===== src/rtl/data_types_pkg.sv =====
// ============================================================================
// Module  : data_types (package)
// Brief   : Shared CDB term types and default requester count.
// Revision: 1.0 - initial release
// ============================================================================
`default_nettype none

package data_types;

    localparam int NUM_CDB_REQ = 4;
    localparam int TAG_W       = 6;

    typedef logic [TAG_W-1:0] rs_tag_t;
    typedef logic [31:0]      word32_t;

    typedef struct packed {
        logic    valid;
        rs_tag_t tag;
        word32_t value;
    } cdb_t;

endpackage

`default_nettype wire


===== src/rtl/cdb_arbiter_rr_picker.sv =====
// ============================================================================
// Module  : rr_picker
// Brief   : Combinational round-robin pick: first set request at or after ptr.
// Revision: 1.0 - initial release
// ============================================================================
`default_nettype none

module rr_picker #(
    parameter int N = 4
) (
    input  logic [N-1:0]         req_i,
    input  logic [$clog2(N)-1:0] ptr_i,
    output logic [N-1:0]         win_o,
    output logic [$clog2(N)-1:0] idx_o,
    output logic                 any_o
);

    localparam int IDX_W = $clog2(N);

    function automatic logic [IDX_W-1:0] wrap_add(input logic [IDX_W-1:0] base, input int k);
        int s;
        s = int'(base) + k;
        if (s >= N) s = s - N;
        return IDX_W'(s);
    endfunction

    always_comb begin
        win_o = '0;
        idx_o = '0;
        any_o = 1'b0;
        for (int k = 0; k < N; k++) begin
            if (!any_o && req_i[wrap_add(ptr_i, k)]) begin
                win_o[wrap_add(ptr_i, k)] = 1'b1;
                idx_o = wrap_add(ptr_i, k);
                any_o = 1'b1;
            end
        end
    end

endmodule

`default_nettype wire


===== src/rtl/cdb_arbiter.sv =====
// ============================================================================
// Module  : cdb_arbiter
// Brief   : One-entry slot per functional unit, round-robin onto a registered CDB.
//           Optional mispredict flush port enabled by macro CDB_ARB_FLUSH_EN.
// Revision: 1.0 - initial release
// ============================================================================
`default_nettype none

module cdb_arbiter
    import data_types::*;
#(
    parameter int N_REQ = NUM_CDB_REQ
) (
    input  logic                  clk_i,
    input  logic                  rst_i,
    input  logic [N_REQ-1:0]      req_valid_i,
    input  cdb_t [N_REQ-1:0]      req_data_i,
    output logic [N_REQ-1:0]      req_ready_o,
    output cdb_t                  cdb_o,
    output logic [N_REQ-1:0]      grant_o
`ifdef CDB_ARB_FLUSH_EN
    ,
    input  logic                  flush_i
`endif
);

    localparam int IDX_W = $clog2(N_REQ);

    logic [N_REQ-1:0] occ_q, occ_d;
    logic [IDX_W-1:0] ptr_q, ptr_d;
    cdb_t             cdb_q, cdb_d;
    logic [N_REQ-1:0] grant_q, grant_d;
    rs_tag_t          tag_q [N_REQ];
    word32_t          val_q [N_REQ];

    logic [N_REQ-1:0] w_win;
    logic [IDX_W-1:0] w_idx;
    logic             w_any;
    logic [N_REQ-1:0] w_accept;
    logic             w_flush;
    logic [N_REQ-1:0] unused_req_valid;

`ifdef CDB_ARB_FLUSH_EN
    assign w_flush = flush_i;
`else
    assign w_flush = 1'b0;
`endif

    rr_picker #(.N(N_REQ)) u_picker (
        .req_i (occ_q),
        .ptr_i (ptr_q),
        .win_o (w_win),
        .idx_o (w_idx),
        .any_o (w_any)
    );

    // A draining slot can be refilled on the same edge, so streaming has no bubble.
    assign req_ready_o = ~occ_q | w_win;
    assign w_accept    = req_valid_i & req_ready_o & {N_REQ{~w_flush}};

    generate
        for (genvar i = 0; i < N_REQ; i++) begin : g_slot
            // The incoming .valid bit is meaningless; req_valid_i carries the handshake.
            assign unused_req_valid[i] = req_data_i[i].valid;

            always_ff @(posedge clk_i or posedge rst_i) begin
                if (rst_i) begin
                    tag_q[i] <= '0;
                    val_q[i] <= '0;
                end else if (w_accept[i]) begin
                    tag_q[i] <= req_data_i[i].tag;
                    val_q[i] <= req_data_i[i].value;
                end
            end
        end
    endgenerate

    always_comb begin
        occ_d       = occ_q;
        ptr_d       = ptr_q;
        cdb_d       = cdb_q;
        cdb_d.valid = 1'b0;
        grant_d     = '0;
        if (w_flush) begin
            occ_d = '0;
            ptr_d = '0;
        end else begin
            if (w_any) begin
                cdb_d   = '{valid: 1'b1, tag: tag_q[w_idx], value: val_q[w_idx]};
                grant_d = w_win;
                ptr_d   = (w_idx == IDX_W'(N_REQ - 1)) ? '0 : w_idx + IDX_W'(1);
            end
            occ_d = (occ_q & ~w_win) | w_accept;
        end
    end

    always_ff @(posedge clk_i or posedge rst_i) begin
        if (rst_i) begin
            occ_q   <= '0;
            ptr_q   <= '0;
            cdb_q   <= '0;
            grant_q <= '0;
        end else begin
            occ_q   <= occ_d;
            ptr_q   <= ptr_d;
            cdb_q   <= cdb_d;
            grant_q <= grant_d;
        end
    end

    assign cdb_o   = cdb_q;
    assign grant_o = grant_q;

endmodule

`default_nettype wire


===== config.mk =====
export PLATFORM = sky130hd
export DESIGN_NAME = cdb_arbiter
export DESIGN_NICKNAME = d
export VERILOG_FILES = /design/src/rtl/data_types_pkg.sv /design/src/rtl/cdb_arbiter_rr_picker.sv /design/src/rtl/cdb_arbiter.sv
export SDC_FILE = /design/constraint.sdc
export NUM_CORES = 1
export LEC_CHECK = 0
export ABC_CLOCK_PERIOD_IN_PS = 8300
export BUFFER_PORTS_ARGS = -buffer_cell sky130_fd_sc_hd__clkbuf_2
export CELL_PAD_IN_SITES_DETAIL_PLACEMENT = 0
export CELL_PAD_IN_SITES_GLOBAL_PLACEMENT = 1
export CORE_MARGIN = 3
export CORE_UTILIZATION = 40
export DETAILED_ROUTE_END_ITERATION = 16
export PLACE_DENSITY = 0.83
export SLEW_MARGIN = 20
export SYNTH_ARGS = -nofsm -noshare
export SYNTH_HDL_FRONTEND = slang
export SYNTH_HIERARCHICAL = 1
export SYNTH_SLANG_ARGS = --single-unit
export TNS_END_PERCENT = 30

===== constraint.sdc =====
create_clock -name clk_i -period 8.3 [get_ports clk_i]
set_input_delay 0.83 -clock clk_i [delete_from_list [all_inputs] [get_ports clk_i]]
set_output_delay 0.83 -clock clk_i [all_outputs]
set_load 0.005 [all_outputs]

Yosys cells after proc, flatten, opt, wreduce, memory -nomap -nowiden
Cells that the tools add are included.
W data, S select, Z words.
{"block": "word_totals", "reg_bits": 201, "in_bits": 162, "out_inout_bits": 47, "elab_cells": 105}
{"block": "op_classes", "addsub": 8, "order_cmp": 17, "eq_ne": 1, "n_mux": 45, "n_bitwise": 10, "n_reduce_logical": 10}
{"op": "$bmux W32 S2", "count": 1}
{"op": "$mux W32", "count": 2}
{"op": "$mux W39", "count": 1}
{"op": "$mux W2", "count": 13}
{"op": "$lt A2 B3 Y1 const B", "count": 8}
{"op": "$mux W4", "count": 5}
{"op": "$or A4 B4 Y4", "count": 5}
{"op": "$bmux W6 S2", "count": 1}
{"op": "$ge A3 B3 Y1 const B", "count": 4}
{"op": "$mux W1", "count": 12}
{"op": "$mux W6", "count": 2}
{"op": "$and A4 B4 Y4", "count": 2}
{"op": "$bmux W1 S2", "count": 4}
{"op": "$demux W1 S2", "count": 4}
{"op": "$ge A2 B1 Y1 const B", "count": 4}
{"op": "$not A4 Y4", "count": 2}
{"op": "$sub A2 B1 Y2 const B", "count": 4}
{"op": "$logic_and A1 B1 Y1", "count": 7}
{"op": "$add A2 B2 Y3 const B", "count": 2}
{"op": "$add A2 B1 Y3 const B", "count": 1}
{"op": "$ge A2 B3 Y1 const B", "count": 1}
{"op": "$logic_not A1 Y1", "count": 3}
{"op": "$not A2 Y3", "count": 1}
{"op": "$add A2 B1 Y2 const B", "count": 1}
{"op": "$eq A2 B2 Y1 const B", "count": 1}

Depth between registers and ports, before layout
Gate-level depths: netlist (run 1).
{"block": "logic_depth", "depth_word": 23, "ltp_mapped": 13, "ltp_nobuf": 9}

Modules after synthesis
Netlist (run 1), hierarchy kept.
{"mod": "cdb_arbiter", "instances": 1, "cells_each": 566, "area_each_um2": 8907.3, "seq_area_each_um2": 5029.8}
{"mod": "rr_picker", "instances": 1, "cells_each": 45, "area_each_um2": 419.2, "seq_area_each_um2": 0.0}

Least setup slack after synthesis (run 1)
Ideal clock, no wire load.
{"block": "synth_path", "kind": "register to output", "startpoint": "register ptr_q[0]", "endpoint": "output req_ready_o[3]", "t_arrival_ns": 2.064, "required_time_ns": 7.470, "path_slack_ns": 5.406, "stages_incl_launch_ff": 10, "n_path_buf": 2, "path_cell_list": "dfrtp_1 > buf_6 > inv_1 > ha_1 > mux4_2 > buf_6 > nor4b_4 > a22oi_1 > o21ai_0 > nand2b_4"}
{"block": "synth_via", "elab_chain_cells": 15, "word_cells_on_any_way": 64, "cone_classes": "add/sub (7); order compare (12); mux (31); bitwise (4); reduce/logical (10)"}
{"item": "from (decl)", "line_no": "cdb_arbiter.sv:30", "rtl": "logic [IDX_W-1:0] ptr_q, ptr_d;"}
{"item": "from (signal assigned)", "line_no": "cdb_arbiter.sv:105", "rtl": "ptr_q <= ptr_d;"}
{"item": "$add A2 B1 Y3, or another cell as far along", "line_no": "cdb_arbiter_rr_picker.sv:22", "rtl": "s = int'(base) + k;"}
{"item": "$ge A3 B3 Y1, or another cell as far along", "line_no": "cdb_arbiter_rr_picker.sv:23", "rtl": "if (s >= N) s = s - N;"}
{"item": "$mux W2, or another cell as far along", "line_no": "cdb_arbiter_rr_picker.sv:23"}
{"item": "$mux W2, or another cell as far along", "line_no": "cdb_arbiter_rr_picker.sv:32", "rtl": "if (!any_o && req_i[wrap_add(ptr_i, k)]) begin"}
{"item": "$lt A2 B3 Y1 (implied by the code), or another cell as far along", "line_no": "cdb_arbiter_rr_picker.sv:33", "rtl": "win_o[wrap_add(ptr_i, k)] = 1'b1;"}
{"item": "$logic_and A1 B1 Y1 (implied by the code), or another cell as far along", "line_no": "cdb_arbiter_rr_picker.sv:33"}
{"item": "$mux W1 (implied by the code), or another cell as far along", "line_no": "cdb_arbiter_rr_picker.sv:33"}
{"item": "$demux W1 S2, or another cell as far along"}
{"item": "$or A4 B4 Y4 (no source line) or $logic_not A1 Y1 (tied branches)"}
{"item": "$mux W4 or $logic_and A1 B1 Y1 (tied branches)", "line_no": "cdb_arbiter_rr_picker.sv:32"}
{"item": "$or A4 B4 Y4 (no source line) or $mux W1 (tied branches)"}
{"item": "$mux W4 or $logic_not A1 Y1 (tied branches)", "line_no": "cdb_arbiter_rr_picker.sv:32"}
{"item": "$or A4 B4 Y4 (no source line) or $logic_and A1 B1 Y1 (tied branches)"}
{"item": "$mux W4 (*)", "line_no": "cdb_arbiter_rr_picker.sv:32"}
{"item": "net w_win[3]", "line_no": "cdb_arbiter.sv:36", "rtl": "logic [N_REQ-1:0] w_win;"}
{"item": "$or A4 B4 Y4 (*)", "line_no": "cdb_arbiter.sv:58", "rtl": "assign req_ready_o = ~occ_q | w_win;"}
{"item": "to (decl)", "line_no": "cdb_arbiter.sv:18", "rtl": "output logic [N_REQ-1:0] req_ready_o,"}
The timed path passes the listed nets; every way through them passes the cells marked *. The select of a mux whose other input is x is not followed.

Worst setup path after layout (run 1)
{"block": "layout_path", "startpoint": "register ptr_q[0]", "endpoint": "register cdb_q (netlist bit cdb_o[6])"}
{"block": "layout_via", "word_cells_on_any_way": 41, "cone_classes": "add/sub (7); order compare (4); mux (23); bitwise (1); reduce/logical (6)"}
{"item": "branches (longest 13 deep; another with $add A2 B1 Y3)"}
{"item": "$mux W1 (*)", "line_no": "cdb_arbiter_rr_picker.sv:32"}
{"item": "net w_any", "line_no": "cdb_arbiter.sv:38", "rtl": "logic w_any;"}
{"item": "to (signal assigned)", "line_no": "cdb_arbiter.sv:101", "rtl": "cdb_q <= '0;"}
{"item": "to (signal assigned)", "line_no": "cdb_arbiter.sv:106", "rtl": "cdb_q <= cdb_d;"}
{"item": "to (decl)", "line_no": "cdb_arbiter.sv:31", "rtl": "cdb_t cdb_q, cdb_d;"}
Mark *: on every way through the listed nets, which the timed path passes. The select of a mux whose other input is x is not followed.
A chain may end at the register's enable or synchronous reset.

==> load_flow_metrics.sql, run 1 <==
INSERT INTO impl_metrics (metric_group, metric, value, unit) VALUES
('final_layout', 'areaGrowthSynthToFinish', '19.88', '%'),
('hold_path', 'hold-path-cell-count', '2', ''),
('worst_setup_path', 'reg2reg_from', 'ptr_q[0]', ''),
('logic_synthesis', 'synth_nets', '779', ''),
('power', 'powerDensity', '487.8', 'nW/µm²'),
('clock_tree', 'cts.clk_slew.worst_paths', '60', 'ps'),
('final_layout', 'ff_latch_area', '5030', 'µm²'),
('route', 'drt_pass1_iterations', '4', ''),
('power', 'total_leakage_power', '5.409', 'nW'),
('logic_synthesis', 'synth.cell_area', '9326', 'µm²'),
('logic_synthesis', 'synth_mux_area_frac', '0.3137', ''),
('final_layout', 'post_route_cells_drive_above_1_share', '0.5103', ''),
('final_layout', 'net_count_reported_at_finish', '974', ''),
('final_layout', 'antenna_cells_inserted', '0', ''),
('clock_tree', 'clock_latency', '510', 'ps'),
('hold_path', 'worstHoldPathType', 'reg -> reg', ''),
('logic_synthesis', 'ys_types', '32', ''),
('floorplan', 'die-width', '158.7', 'µm'),
('clock_tree', 'cts_hold_repair.buffers', '0', ''),
('logic_synthesis', 'postSynth.asyncResetShare', '1.000', ''),
('sta', 'tightestPinTransition', '1079', 'ps'),
('logic_synthesis', 'combinational_family_with_the_most_area_after_synthesis', 'multiplexers', ''),
('clock_tree', 'cts.root.buffer_cell', 'clkbuf_16', ''),
('route', 'route.detailed.drc', '0', ''),
('worst_setup_path', 'critical_path_peak_fanout', '47', ''),
('route', 'total_wirelength', '21640', 'µm'),
('hold_path', 'min_from', 'cdb_o[34]', ''),
('worst_setup_path', 'worstSetupPathType', 'reg -> reg', ''),
('power', 'seq_power_share', '0.333', ''),
('logic_synthesis', 'synth_area_leaders', 'dfrtp_1 54%, mux2_4 13%, mux2_2 9.2%', ''),
('clock_tree', 'cts_post_setup_buffers_inserted', '0', ''),
('sta', 'totalNegativeSetupSlack', '0', 'ps'),
('logic_synthesis', 'synth_enable_flop_cells', '0', ''),
('logic_synthesis', 'most_frequently_used_flop_master_after_synthesis', 'dfrtp_1', ''),
('floorplan', 'initial_core_util', '0.4094', ''),
('clock_tree', 'cts_max_level', '1', ''),
('hold_path', 'worst_hold_path.endpoint', 'cdb_o[34]', ''),
('power', 'switching_share_of_power', '0.3563', ''),
('worst_setup_path', 'endpoint_kind', 'flip-flop', ''),
('logic_synthesis', 'ys_seq_elements', '201', ''),
('clock_tree', 'clock_tree.buffer_depth', '3', ''),
('worst_setup_path', 'crit-reg2reg-capture', 'cdb_o[6]', ''),
('logic_synthesis', 'syn_inst', '611', ''),
('logic_synthesis', 'synth-xor-area-share', '0', ''),
('logic_synthesis', 'ys_seq_area_frac', '0.5393', ''),
('final_layout', 'multiInputGateArea', '3921', 'µm²'),
('power', 'net-switching-power', '1.943', 'mW'),
('sta', 'maxSlewViolCount', '0', ''),
('flow_run', 'max_cap_violations', '0', ''),
('worst_setup_path', 'critPathRequiredTime', '8630', 'ps'),
('outcome', 'status', 'completed', ''),
('sta', 'timing.slew.headroom', '0.2807', ''),
('sta', 'number_of_endpoints_failing_setup_at_the_final_stage', '0', ''),
('route', 'average_detailed_routed_wire_length_per_instance', '19.05', 'µm'),
('logic_synthesis', 'synth_top_area_frac', '0.5393', ''),
('place', 'place_congestion', '0.7391', ''),
('route', 'route.detailed.vias_per_inst', '5.022', ''),
('final_layout', 'final_cell_mix', '204 x clkbuf_2, 201 x dfrtp_1, 80 x mux2_4', ''),
('place', 'placement.io_buffers', '204', ''),
('final_layout', 'n_fill_cell', '2026', ''),
('sta', 'skew', '11.03', 'ps'),
('power', 'p_int', '3.511', 'mW'),
('route', 'detailedRoute.firstIterationViolations', '181', ''),
('grt', 'grt_first_pass_wirelength', '33200', 'µm'),
('power', 'ir_drop', '382.6', 'µV'),
('worst_setup_path', 'worst-r2r-setup-slack', '4170', 'ps'),
('worst_setup_path', 'timing.reg2reg.worst_path_depth', '7', ''),
('route', 'detailroute.via_count', '5705', ''),
('grt', 'grtUsageTotal', '0.1664', ''),
('sta', 'finalWorstPathRequiredPeriod', '4128', 'ps'),
('clock_tree', 'clock-sinks', '201', '');
-- Yosys cell counts (all sizes together) (3+ instances only) --
master / instances
dfrtp: 201
mux2: 156
mux2i: 77
nand2b: 48
o221ai: 38
buf: 35
a22oi: 8
clkbuf: 6
ha: 6
nand2: 6
inv: 5
o21ai: 5
and2: 4
mux4: 4
nor2: 3
-- cell type report --
| cell class | instances | area share |
|---|---|---|
| Clock buffer | 33 | 0.05842 |
| Clock inverter | 9 | 0.007610 |
| Inverter | 5 | 0.002350 |
| Multi-Input combinational cell | 364 | 0.3507 |
| Sequential cell | 201 | 0.4499 |
| Tap cell | 313 | 0.03503 |
| Timing Repair Buffer | 211 | 0.09602 |
-- registers in the layout (all words and copies together), names as in the netlist --
register  flops
cdb_o        39
grant_o       4
occ_q         4
ptr_q         2
tag_q        24
val_q       128
-- worst max path at each step --
| stage | end | start | slack, ps | cells after the start |
|---|---|---|---|---|
| 5_1_grt | cdb_o[37] | ptr_q[0] | 3740 | 7 |
| 2_1_floorplan | cdb_o[0] | rst_i | 1990 | 1 |
| 6_report | cdb_o[6] | ptr_q[0] | 4170 | 7 |
| 4_1_cts | cdb_o[35] | ptr_q[0] | 4130 | 7 |
| 3_3_place_gp | cdb_o[9] | ptr_q[0] | 4250 | 7 |
| 3_5_place_dp | cdb_o[25] | ptr_q[0] | 4130 | 7 |
-- power by group through the flow --
stage | Sequential (mW) | Combinational (mW) | Clock (mW)
after floorplan | 1.75 | 2.23 | 0
after global placement | 1.81 | 2.64 | 0
after detailed placement | 1.83 | 2.70 | 0
after CTS | 1.81 | 2.71 | 1.01
after global routing | 1.88 | 2.91 | 1.05
final | 1.82 | 2.66 | 0.975
-- stage by stage --
stage,cell area [µm²],hold slack (ps),setup WS [ps],std cells
after floorplan,9326,478.6,1988,611
after global placement,10440,479.2,4248,1094
after detailed placement,10440,481.0,4133,1094
after CTS,11180,497.5,4126,1136
after global routing,11180,509.5,3740,1136
final,11180,494.3,4172,1136
-- per-layer routing --
metal	share of wire	global-route usage
met5	0	0
met2	0.47	0.2704
met1	0.45	0.2309
met3	0.074	0.04132
met4	0.014	0.02745
-- cell families (layout without fill, tap and decap cells) --
logic type,Yosys count,in the layout
multiplexers,237,237
flip-flops,201,201
buffers and inverters,46,258
AND/OR/NAND/NOR,65,65
adder cells (fa/ha/maj),6,6
AO/OA/AOI/OAI,56,56
-- critical path, stage by stage (launching register included) --
cell      delay, ps
dfrtp_1         710
inv_1           140
ha_1            380
mux4_2          450
nor3_1          310
nand2b_2        630
nand2_2        1030
o221ai_1        250
Power figures use the tool's default switching activity.
==> run 2, diff against run 1 <==
--- a/config.mk
+++ b/config.mk
@@ -5,7 +5,7 @@
 export SDC_FILE = /design/constraint.sdc
 export NUM_CORES = 1
 export LEC_CHECK = 0
-export ABC_CLOCK_PERIOD_IN_PS = 8300
+export ABC_CLOCK_PERIOD_IN_PS = 4100
 export BUFFER_PORTS_ARGS = -buffer_cell sky130_fd_sc_hd__clkbuf_2
 export CELL_PAD_IN_SITES_DETAIL_PLACEMENT = 0
 export CELL_PAD_IN_SITES_GLOBAL_PLACEMENT = 1
==> constraint.sdc (replaced) <==
create_clock -name clk_i -period 4.1 [get_ports clk_i]
set_input_delay 0.41 -clock clk_i [delete_from_list [all_inputs] [get_ports clk_i]]
set_output_delay 0.41 -clock clk_i [all_outputs]
set_load 0.005 [all_outputs]
==> load_flow_metrics.sql, run 2 (synthesis gave the netlist of run 1 again) <==
INSERT INTO impl_metrics (metric_group, metric, value, unit) VALUES
('worst_setup_path', 'endpoint_kind', 'output pin', ''),
('floorplan', 'design.core.area', '22780', 'µm²'),
('final_layout', 'areaGrowthSynthToFinish', '21.36', '%'),
('grt', 'grt_max_degree', '115', ''),
('worst_setup_path', 'cp_data_arrival_time', '3070', 'ps'),
('worst_setup_path', 'critical_path_peak_fanout', '10', ''),
('floorplan', 'floorplan.io_pins', '209', ''),
('hold_path', 'worstHoldPathType', 'in -> async', ''),
('clock_tree', 'clock-sinks', '201', ''),
('floorplan', 'initial_core_util', '0.4094', ''),
('route', 'detail-route-antenna-nets', '0', ''),
('clock_tree', 'tritoncts', 'yes', ''),
('floorplan', 'die-area', '25180', 'µm²'),
('power', 'design_power', '11.28', 'mW'),
('sta', 'finalHoldViolCount', '0', ''),
('sta', 'final.period_utilization', '0.8476', ''),
('worst_setup_path', 'timing.critical_path.buf_inv', '2', ''),
('sta', 'setup_repair_after_global_routing_missed_its_margin', 'no', ''),
('final_layout', 'ff_latch_area', '5030', 'µm²'),
('floorplan', 'dieHeight', '158.7', 'µm'),
('place', 'dp_slack', '899.6', 'ps'),
('grt', 'number_of_global_route_vias_before_repair', '6270', ''),
('route', 'drt_pass1_iterations', '4', ''),
('worst_setup_path', 'critPathRequiredTime', '3690', 'ps'),
('worst_setup_path', 'cp_slowest_stage_delay', '550', 'ps'),
('clock_tree', 'clock_latency', '520', 'ps'),
('sta', 'maxSlewViolCount', '0', ''),
('grt', 'grt-ovfl-total', '0', ''),
('place', 'place_congestion', '0.7774', ''),
('route', 'detailroute.via_count', '5790', ''),
('worst_setup_path', 'crit_family', 'simple AND/OR/NAND/NOR gates', ''),
('power', 'total_leakage_power', '5.477', 'nW'),
('clock_tree', 'cts_buffers', '23', ''),
('final_layout', 'largest_register_ffs', '128', ''),
('sta', 'tightestPinTransition', '816.3', 'ps'),
('clock_tree', 'cts.clk_slew.worst_paths', '60', 'ps'),
('final_layout', 'multiInputGateArea', '3921', 'µm²'),
('power', 'powerDensity', '996.8', 'nW/µm²'),
('flow_run', 'max_cap_violations', '0', ''),
('place', 'dp.final_hpwl', '14740', 'µm'),
('clock_tree', 'cts_hold_repair.buffers', '0', ''),
('sta', 'timing.slew.headroom', '0.4547', ''),
('final_layout', 'net_count_reported_at_finish', '986', ''),
('clock_tree', 'cts_post_setup_buffers_inserted', '0', ''),
('grt', 'grtUsageTotal', '0.1713', ''),
('clock_tree', 'cts.root.buffer_cell', 'clkbuf_16', ''),
('sta', 'totalNegativeSetupSlack', '0', 'ps'),
('worst_setup_path', 'worst_path_max_delay_cell', 'dfrtp_1', ''),
('clock_tree', 'clock_tree.buffer_depth', '3', ''),
('sta', 'number_of_endpoints_failing_setup_at_the_final_stage', '0', ''),
('final_layout', 'antenna_cells_inserted', '0', ''),
('final_layout', 'mostFrequentLayoutCell', 'clkbuf_2', ''),
('sta', 'post-route-worst-setup-slack', '624.8', 'ps'),
('floorplan', 'rows', '55', ''),
('route', 'total_wirelength', '21940', 'µm'),
('place', 'dp_cells', '1106', ''),
('floorplan', 'die-width', '158.7', 'µm'),
('final_layout', 'final_std_cells_w_o_fill', '1144', ''),
('outcome', 'status', 'completed', ''),
('sta', 'finalWorstPathRequiredPeriod', '3475', 'ps'),
('grt', 'grt_first_pass_wirelength', '34140', 'µm'),
('grt', 'initial_antenna_violation_count', '0', ''),
('sta', 'skew', '19.54', 'ps'),
('route', 'average_detailed_routed_wire_length_per_instance', '19.18', 'µm'),
('route', 'route.detailed.vias_per_inst', '5.061', ''),
('final_layout', 'post_route_cells_drive_above_1_share', '0.5187', ''),
('worst_setup_path', 'start_kind', 'flip-flop', ''),
('power', 'ir_drop', '758.2', 'µV'),
('sta', 'fmaxAchievable', '287.8', 'MHz'),
('clock_tree', 'postcts_resize_cnt', '0', ''),
('place', 'placement.io_buffers', '204', ''),
('worst_setup_path', 'timing.critical_path.cells', 'inv_1, ha_1, mux4_2, nor4b_4, a22oi_1, o21ai_0, nand2b_4, clkbuf_2', ''),
('route', 'detailedRoute.firstIterationViolations', '361', ''),
('route', 'route.detailed.drc', '0', ''),
('final_layout', 'finish.utilization', '0.4969', ''),
('final_layout', 'n_fill_cell', '2016', ''),
('final_layout', 'final_cell_mix', '204 x clkbuf_2, 201 x dfrtp_1, 80 x mux2_4', ''),
('clock_tree', 'cts_max_level', '1', ''),
('worst_setup_path', 'worstSetupPathType', 'reg -> out', ''),
('final_layout', 'registers.top_by_ff_count', 'val_q', '');
-- run 2: changes by cell type in the layout (fill, tap and decap cells not counted) --
| cell | change |
|---|---|
| buf_4 | +8 |
| buf_12 | +4 |
| clkbuf_1 | -3 |
| clkinv_2 | -3 |
| clkbuf_8 | +2 |
| clkinvlp_4 | +1 |
| inv_8 | -1 |
-- run 2: metrics by stage --
step / area, µm² / hold slack, ps
finish: 11320 / 29.48
global route: 11320 / 69.10
CTS: 11320 / 31.85
detailed placement: 10580 / 480.7
global placement: 10580 / 477.6
floorplan: 9330 / 478.6
-- run 2: where the power goes --
part           internal [mW]  switching [mW]  leakage [nW]
Clock                   1.20           0.798         0.370
Sequential              3.08           0.577          2.37
Combinational           3.00            2.63          2.74
Total                   7.28            4.00          5.48
-- run 2: cell type report --
class	instances	area share
clock buffers	32	0.05914
clock inverters	6	0.006191
inverters	5	0.001990
multi-input cells	364	0.3465
flip-flops and latches	201	0.4444
well taps	313	0.03460
repair buffers	223	0.1072
-- run 2: worst paths after layout --
check	endpoint	cells past startpoint	slack, ps	from
max in group asynchronous	tag_q[18]	3	3010	rst_i
min reg2reg	cdb_o[20]	2	500	cdb_o[20]
max	req_ready_o[0]	8	620	ptr_q[1]
min in group clk_i	val_q[66]	2	120	req_data_i[41]
min	val_q[6]	2	30	rst_i
max reg2reg	val_q[7]	10	870	ptr_q[1]
-- run 2: per-layer routing --
metal,up-vias,track usage,part of all wire
met1,2941,0.2334,0.45
met4,0,0.03359,0.017
met3,32,0.04267,0.064
met5,-,0,0
li1,2642,-,-
met2,175,0.2805,0.47
